--- src/rtl/bc_pkg.sv ---
// Shared types and helpers for the box-counting level scheduler.
// Holds the FSM state encoding, per-level write targets and bank address packing.
package bc_pkg;

    typedef enum logic [2:0] {
        ST_IDLE,
        ST_INIT,
        ST_RUN,
        ST_REPORT,
        ST_DONE
    } bc_state_t;

    // Widest {bank, x, y} address the packing helper supports.
    localparam int BC_ADDR_MAX = 16;

    // Number of boxes the engine writes at a level: 4^(max_box - level).
    function automatic int level_target(input int max_box, input int level);
        return 1 << (2 * (max_box - level));
    endfunction

    // Packs {bank, xy}, where xy occupies the low xy_w bits.
    function automatic logic [BC_ADDR_MAX-1:0] bank_addr(input logic                   bank,
                                                         input logic [BC_ADDR_MAX-2:0] xy,
                                                         input int                     xy_w);
        return {1'b0, xy} | (BC_ADDR_MAX'(bank) << xy_w);
    endfunction

endpackage

--- src/rtl/bc_mem_mux.sv ---
// BC RAM port mux: the host owns the RAM while idle, the engine while busy.
// Engine addresses are steered into the read/write banks chosen by the scheduler.
module bc_mem_mux
    import bc_pkg::*;
#(
    parameter int BOX_IDX = 3,
    parameter int DW      = 8
) (
    input  logic                 busy,
    input  logic                 run,
    input  logic                 rd_bank,
    input  logic                 wr_bank,
    input  logic                 host_we,
    input  logic [2*BOX_IDX:0]   host_addr,
    input  logic [DW-1:0]        host_wdata,
    input  logic                 eng_wen,
    input  logic [DW-1:0]        eng_y,
    input  logic [2*BOX_IDX-1:0] eng_rd_addr,
    input  logic [2*BOX_IDX-1:0] eng_wr_addr,
    output logic                 mem_we,
    output logic [2*BOX_IDX:0]   mem_wr_addr,
    output logic [2*BOX_IDX:0]   mem_rd_addr,
    output logic [DW-1:0]        mem_wdata
);

    localparam int XYW = 2 * BOX_IDX;
    localparam int AW  = XYW + 1;

    always_comb begin
        mem_we      = host_we;
        mem_wr_addr = host_addr;
        mem_rd_addr = host_addr;
        mem_wdata   = host_wdata;
        if (busy) begin
            // Engine writes only land while the level is actually running.
            mem_we      = run & eng_wen;
            mem_wdata   = eng_y;
            mem_rd_addr = AW'(bank_addr(rd_bank, (BC_ADDR_MAX-1)'(eng_rd_addr), XYW));
            mem_wr_addr = AW'(bank_addr(wr_bank, (BC_ADDR_MAX-1)'(eng_wr_addr), XYW));
        end
    end

endmodule

--- src/rtl/bc_level_sched.sv ---
// Level scheduler for the box-counting pyramid: steps the 2x2 grouping engine
// through levels 1..MAX_BOX, ping-ponging banks and reporting nonzero box counts.
module bc_level_sched
    import bc_pkg::*;
#(
    parameter int BOX_IDX = 3,
    parameter int MAX_BOX = 3,
    parameter int DW      = 8
) (
    input  logic                 CLK,
    input  logic                 RST,
    input  logic                 start,
    input  logic                 abort,
    output logic                 busy,
    output logic                 done,
    output logic                 res_bank,
    output logic                 lvl_valid,
    output logic [BOX_IDX-1:0]   lvl_idx,
    output logic [2*MAX_BOX:0]   lvl_count,
    output logic                 host_gnt,
    input  logic                 host_we,
    input  logic [2*BOX_IDX:0]   host_addr,
    input  logic [DW-1:0]        host_wdata,
    output logic                 bc_mode,
    input  logic                 eng_wen,
    input  logic [DW-1:0]        eng_y,
    input  logic [2*BOX_IDX-1:0] eng_rd_addr,
    input  logic [2*BOX_IDX-1:0] eng_wr_addr,
    output logic                 mem_we,
    output logic [2*BOX_IDX:0]   mem_wr_addr,
    output logic [2*BOX_IDX:0]   mem_rd_addr,
    output logic [DW-1:0]        mem_wdata
);

    localparam int WCW = 2 * MAX_BOX;
    localparam int NCW = 2 * MAX_BOX + 1;

    bc_state_t          state;
    logic [BOX_IDX-1:0] level;
    logic               rd_bank;
    logic               wr_bank;
    logic [WCW-1:0]     wr_cnt;
    logic [NCW-1:0]     nz_cnt;
    logic               last_write;

    assign last_write = eng_wen && (wr_cnt == WCW'(level_target(MAX_BOX, int'(level)) - 1));

    always_ff @(posedge CLK or posedge RST) begin
        if (RST) begin
            state    <= ST_IDLE;
            level    <= '0;
            rd_bank  <= 1'b0;
            wr_bank  <= 1'b1;
            res_bank <= 1'b0;
            wr_cnt   <= '0;
            nz_cnt   <= '0;
        end else begin
            case (state)
                ST_IDLE: begin
                    if (start) begin
                        level   <= BOX_IDX'(1);
                        rd_bank <= 1'b0;
                        wr_bank <= 1'b1;
                        state   <= ST_INIT;
                    end
                end
                ST_INIT: begin
                    wr_cnt <= '0;
                    nz_cnt <= '0;
                    state  <= abort ? ST_IDLE : ST_RUN;
                end
                ST_RUN: begin
                    if (eng_wen) begin
                        wr_cnt <= wr_cnt + 1'b1;
                        if (eng_y != '0 && nz_cnt != '1)
                            nz_cnt <= nz_cnt + 1'b1;
                    end
                    // Abort takes priority over finishing the level.
                    if (abort)
                        state <= ST_IDLE;
                    else if (last_write)
                        state <= ST_REPORT;
                end
                ST_REPORT: begin
                    if (abort) begin
                        state <= ST_IDLE;
                    end else if (level == BOX_IDX'(MAX_BOX)) begin
                        res_bank <= wr_bank;
                        state    <= ST_DONE;
                    end else begin
                        level   <= level + 1'b1;
                        rd_bank <= wr_bank;
                        wr_bank <= rd_bank;
                        state   <= ST_INIT;
                    end
                end
                ST_DONE: state <= ST_IDLE;
                default: state <= ST_IDLE;
            endcase
        end
    end

    assign busy      = (state != ST_IDLE);
    assign done      = (state == ST_DONE);
    assign lvl_valid = (state == ST_REPORT);
    assign lvl_idx   = level;
    assign lvl_count = nz_cnt;
    assign host_gnt  = !busy;
    assign bc_mode   = (state != ST_RUN);

    bc_mem_mux #(
        .BOX_IDX(BOX_IDX),
        .DW     (DW)
    ) u_mem_mux (
        .busy       (busy),
        .run        (state == ST_RUN),
        .rd_bank    (rd_bank),
        .wr_bank    (wr_bank),
        .host_we    (host_we),
        .host_addr  (host_addr),
        .host_wdata (host_wdata),
        .eng_wen    (eng_wen),
        .eng_y      (eng_y),
        .eng_rd_addr(eng_rd_addr),
        .eng_wr_addr(eng_wr_addr),
        .mem_we     (mem_we),
        .mem_wr_addr(mem_wr_addr),
        .mem_rd_addr(mem_rd_addr),
        .mem_wdata  (mem_wdata)
    );

endmodule

--- config.mk ---
export PLATFORM = sky130hd
export DESIGN_NAME = bc_level_sched
export DESIGN_NICKNAME = d
export VERILOG_FILES = /design/src/rtl/bc_pkg.sv /design/src/rtl/bc_mem_mux.sv /design/src/rtl/bc_level_sched.sv
export SDC_FILE = /design/constraint.sdc
export NUM_CORES = 1
export LEC_CHECK = 0
export CAP_MARGIN = 10
export CORE_UTILIZATION = 40
export DETAILED_ROUTE_END_ITERATION = 6
export HOLD_SLACK_MARGIN = 0.1
export PLACE_DENSITY = 0.91
export REMOVE_ABC_BUFFERS = 1
export SLEW_MARGIN = 20
export SYNTH_ARGS = -nofsm -noshare
export SYNTH_HDL_FRONTEND = slang
export SYNTH_SLANG_ARGS = --single-unit
--- constraint.sdc ---
create_clock -name CLK -period 2.65 [get_ports CLK]
set_clock_uncertainty 0.2 [all_clocks]
set_input_delay 0.265 -clock CLK [delete_from_list [all_inputs] [get_ports CLK]]
set_output_delay 0.265 -clock CLK [all_outputs]
set_load 0.02 [all_outputs]
==> impl_metrics.csv <==
group,metric,value,unit
run_status,status,"finished, final reports clean",
synth,synth_top_area_share,0.326,
global_route,first_global_vias,1582,
power_and_ir_drop,cellPowerDensity,1010,nW/um2
routing,dr.pass1.iters,4,
clock_tree,cts_buffers,3,
routing,wl,4430,um
timing,maxSlewViolCount,0,
power_and_ir_drop,ir_worst_vdd,0.000503,V
global_route,grt_overflow_total,0,
placement,place_congestion,0.827,
job,drv_cap,0,
setup_path,crit_type,"flip-flop to primary output",
finish,finalNetCount,327,
timing,worst_pin_slew,861,ps
floorplan,initial_utilization,0.427,
setup_path,endpoint_kind,"primary output",
floorplan,die-area,4290,um2
global_route,grt_pass1_wl,7070,um
power_and_ir_drop,p_sw,1.20,mW
timing,hold_violations,0,
finish,fin_area,2490,um2
global_route,antenna_found_initial,0,
synth,yosysMostFrequentCell,"nand2_1",
finish,diodes,0,
timing,fmax,0.390,GHz
synth,synth_cell_types,45,
power_and_ir_drop,comb_power_share,0.715,
routing,via_per_inst,5.27,
placement,numPortBuffers,79,
timing,rsz0062_at_grt,"false",
finish,fillers,314,
synth,yosys-top-cells-area,"dfrtp_1, nand2_1, ha_1",
finish,area_growth,54.4,%
power_and_ir_drop,pwr-share-clk,0.085,
synth,avgSynthCellArea,7.98,um2
timing,post-route-min-period,2560,ps
setup_path,cp_data_required_time,2180,ps
placement,placedInstanceArea,2430,um2
clock_tree,cts_sinks,22,
worst_hold_path,hold_path_class,"primary input to asynchronous set/reset pin",
power_and_ir_drop,fin_total_pwr,2.52,mW
global_route,grt_max_degree,24,
routing,first_iter_violations,60,
synth,yosys_warnings,0,
clock_tree,clockBufferDepth,2,
placement,placedCellCount,323,
placement,hpwl,3300,um
power_and_ir_drop,p_leak,1.08,nW
synth,synth-async-reset-ratio,1.00,
floorplan,row_count,22,
synth,synth_common_cells,"nand2_1, dfrtp_1, nand3_1",
synth,netlist_area,1610,um2
synth,synth_seq_cells,22,
setup_path,crit_path_start_kind,"flip-flop",
clock_tree,cts_root_buf,"clkbuf_8",
floorplan,die_y,65.5,um
floorplan,dieWidth,65.5,um
timing,maxSlewHeadroom,0.425,
timing,setup_viol,0,
synth,ys_seq_area_frac,0.342,
timing,hold_slack,258,ps
power_and_ir_drop,switching_share,0.476,
floorplan,core_region_area,3770,um2
routing,final_antenna_net_count,0,
setup_path,arrival,2100,ps
clock_tree,cts_htree_levels,1,
timing,finalSetupTns,0,ps
routing,vias,1730,
clock_tree,tritoncts,"built",
clock_tree,clkLatencyLatePin,260,ps
floorplan,ioPinCount,80,
synth,synth_edf_count,0,
finish,layout.cells.non_filler,328,
timing,period_share,0.968,
clock_tree,path_clk_slew,80,ps
power_and_ir_drop,seq_power_share,0.200,
synth,synth_ff_type,"dfrtp_1",
power_and_ir_drop,internal_power,1.32,mW
setup_path,crit_fanout,23,
routing,avgRoutedWirePerCell,13.5,um
finish,layout-drive-gt1-share,0.0857,
synth,netlist_instances,202,
synth,yosysTopAreaCell,"dfrtp_1",
global_route,grt_usage,0.211,
routing,drc_errors,0,
[worst max-delay path, cell delays in order, from the launching register on]
cell and delay, ps:
dfrtp_1 380, or3_1 470, buf_4 260, nand2_1 120, nand2_1 60, clkdlybuf4s50_1 550
[layout by cell type, fill, tap and decap left out, types with 3 or more instances in the layout]
master	count
a21oi_1	4
buf_4	4
clkbuf_8	3
clkdlybuf4s50_1	78
dfrtp_1	21
ha_1	5
inv_1	6
nand2_1	70
nand3_1	12
nor2_1	9
nor3b_1	6
o21ai_0	8
o31ai_1	4
or3_1	4
or4_1	3
xnor2_1	3
xor2_1	5
[worst paths after layout]
path	end	slack (ps)	cells after the start	start
setup / recovery	mem_wr_addr[4]	90	5	state[0]
hold / removal	lvl_count[1]	260	2	RST
setup reg to reg	state[0]	270	7	lvl_idx[1]
hold reg to reg	res_bank	320	1	res_bank
max in group asynchronous	rd_bank	1480	2	RST
min in group CLK	res_bank	320	1	res_bank
[power groups by stage]
stage | Combinational, mW | Clock [mW] | Sequential, mW
final | 1.81 | 0.213 | 0.505
after CTS | 1.79 | 0.218 | 0.504
after global placement | 1.76 | 0 | 0.502
after floorplan | 0.937 | 0 | 0.562
after global routing | 1.95 | 0.233 | 0.524
after detailed placement | 1.78 | 0 | 0.508
[per-stage QoR]
step	setup WS, ps	utilization
final	85.6	0.660
after detailed placement	312	0.644
after CTS	31.2	0.656
after global placement	342	0.644
after global routing	3.75	0.660
after floorplan	-279	-
[per-layer routing]
metal | routed length [um] | global-route usage | share of wire | vias to the layer above
met2 | 2140 | 0.374 | 0.48 | 68
met4 | 86 | 0.0951 | 0.019 | 0
met1 | 1840 | 0.237 | 0.41 | 805
met5 | 0 | 0 | 0 | -
met3 | 364 | 0.0486 | 0.082 | 8
li1 | - | - | - | 849
[kinds of logic (layout without fill, tap and decap cells)]
logic type	Yosys count	after routing	share of synthesized area
XOR/XNOR	8	8	0.0435
flip-flops	22	22	0.342
buffers and inverters	17	95	0.0551
adder cells (fa/ha/maj)	5	5	0.0388
AO/OA/AOI/OAI	26	26	0.123
AND/OR/NAND/NOR	121	121	0.377
multiplexers	3	3	0.0194
[repair_timing]
| action | CTS | global route |
|---|---|---|
| endpoints found under the setup margin | 0 | 17 |
| setup buffers | 0 | 0 |
| hold buffers | 0 | 0 |
| gates resized for setup | 0 | 3 |
[registers in the layout, summed over array words and instances, names as in the netlist]
register,cells
rd_bank,1
lvl_count,7
wr_bank,1
state,3
res_bank,1
lvl_idx,3
wr_cnt,6
[layout make-up]
| cell class | count | area [um2] | area share |
|---|---|---|---|
| multi-input combinational | 163 | 971 | 0.390 |
| timing repair buffer | 83 | 823 | 0.331 |
| sequential | 22 | 552 | 0.222 |
| tap | 48 | 60.1 | 0.0241 |
| clock buffer | 4 | 45.0 | 0.0181 |
| inverter | 7 | 30.0 | 0.0121 |
| timing repair inverter | 1 | 7.51 | 0.00302 |
(Power assumes the default switching activity.)
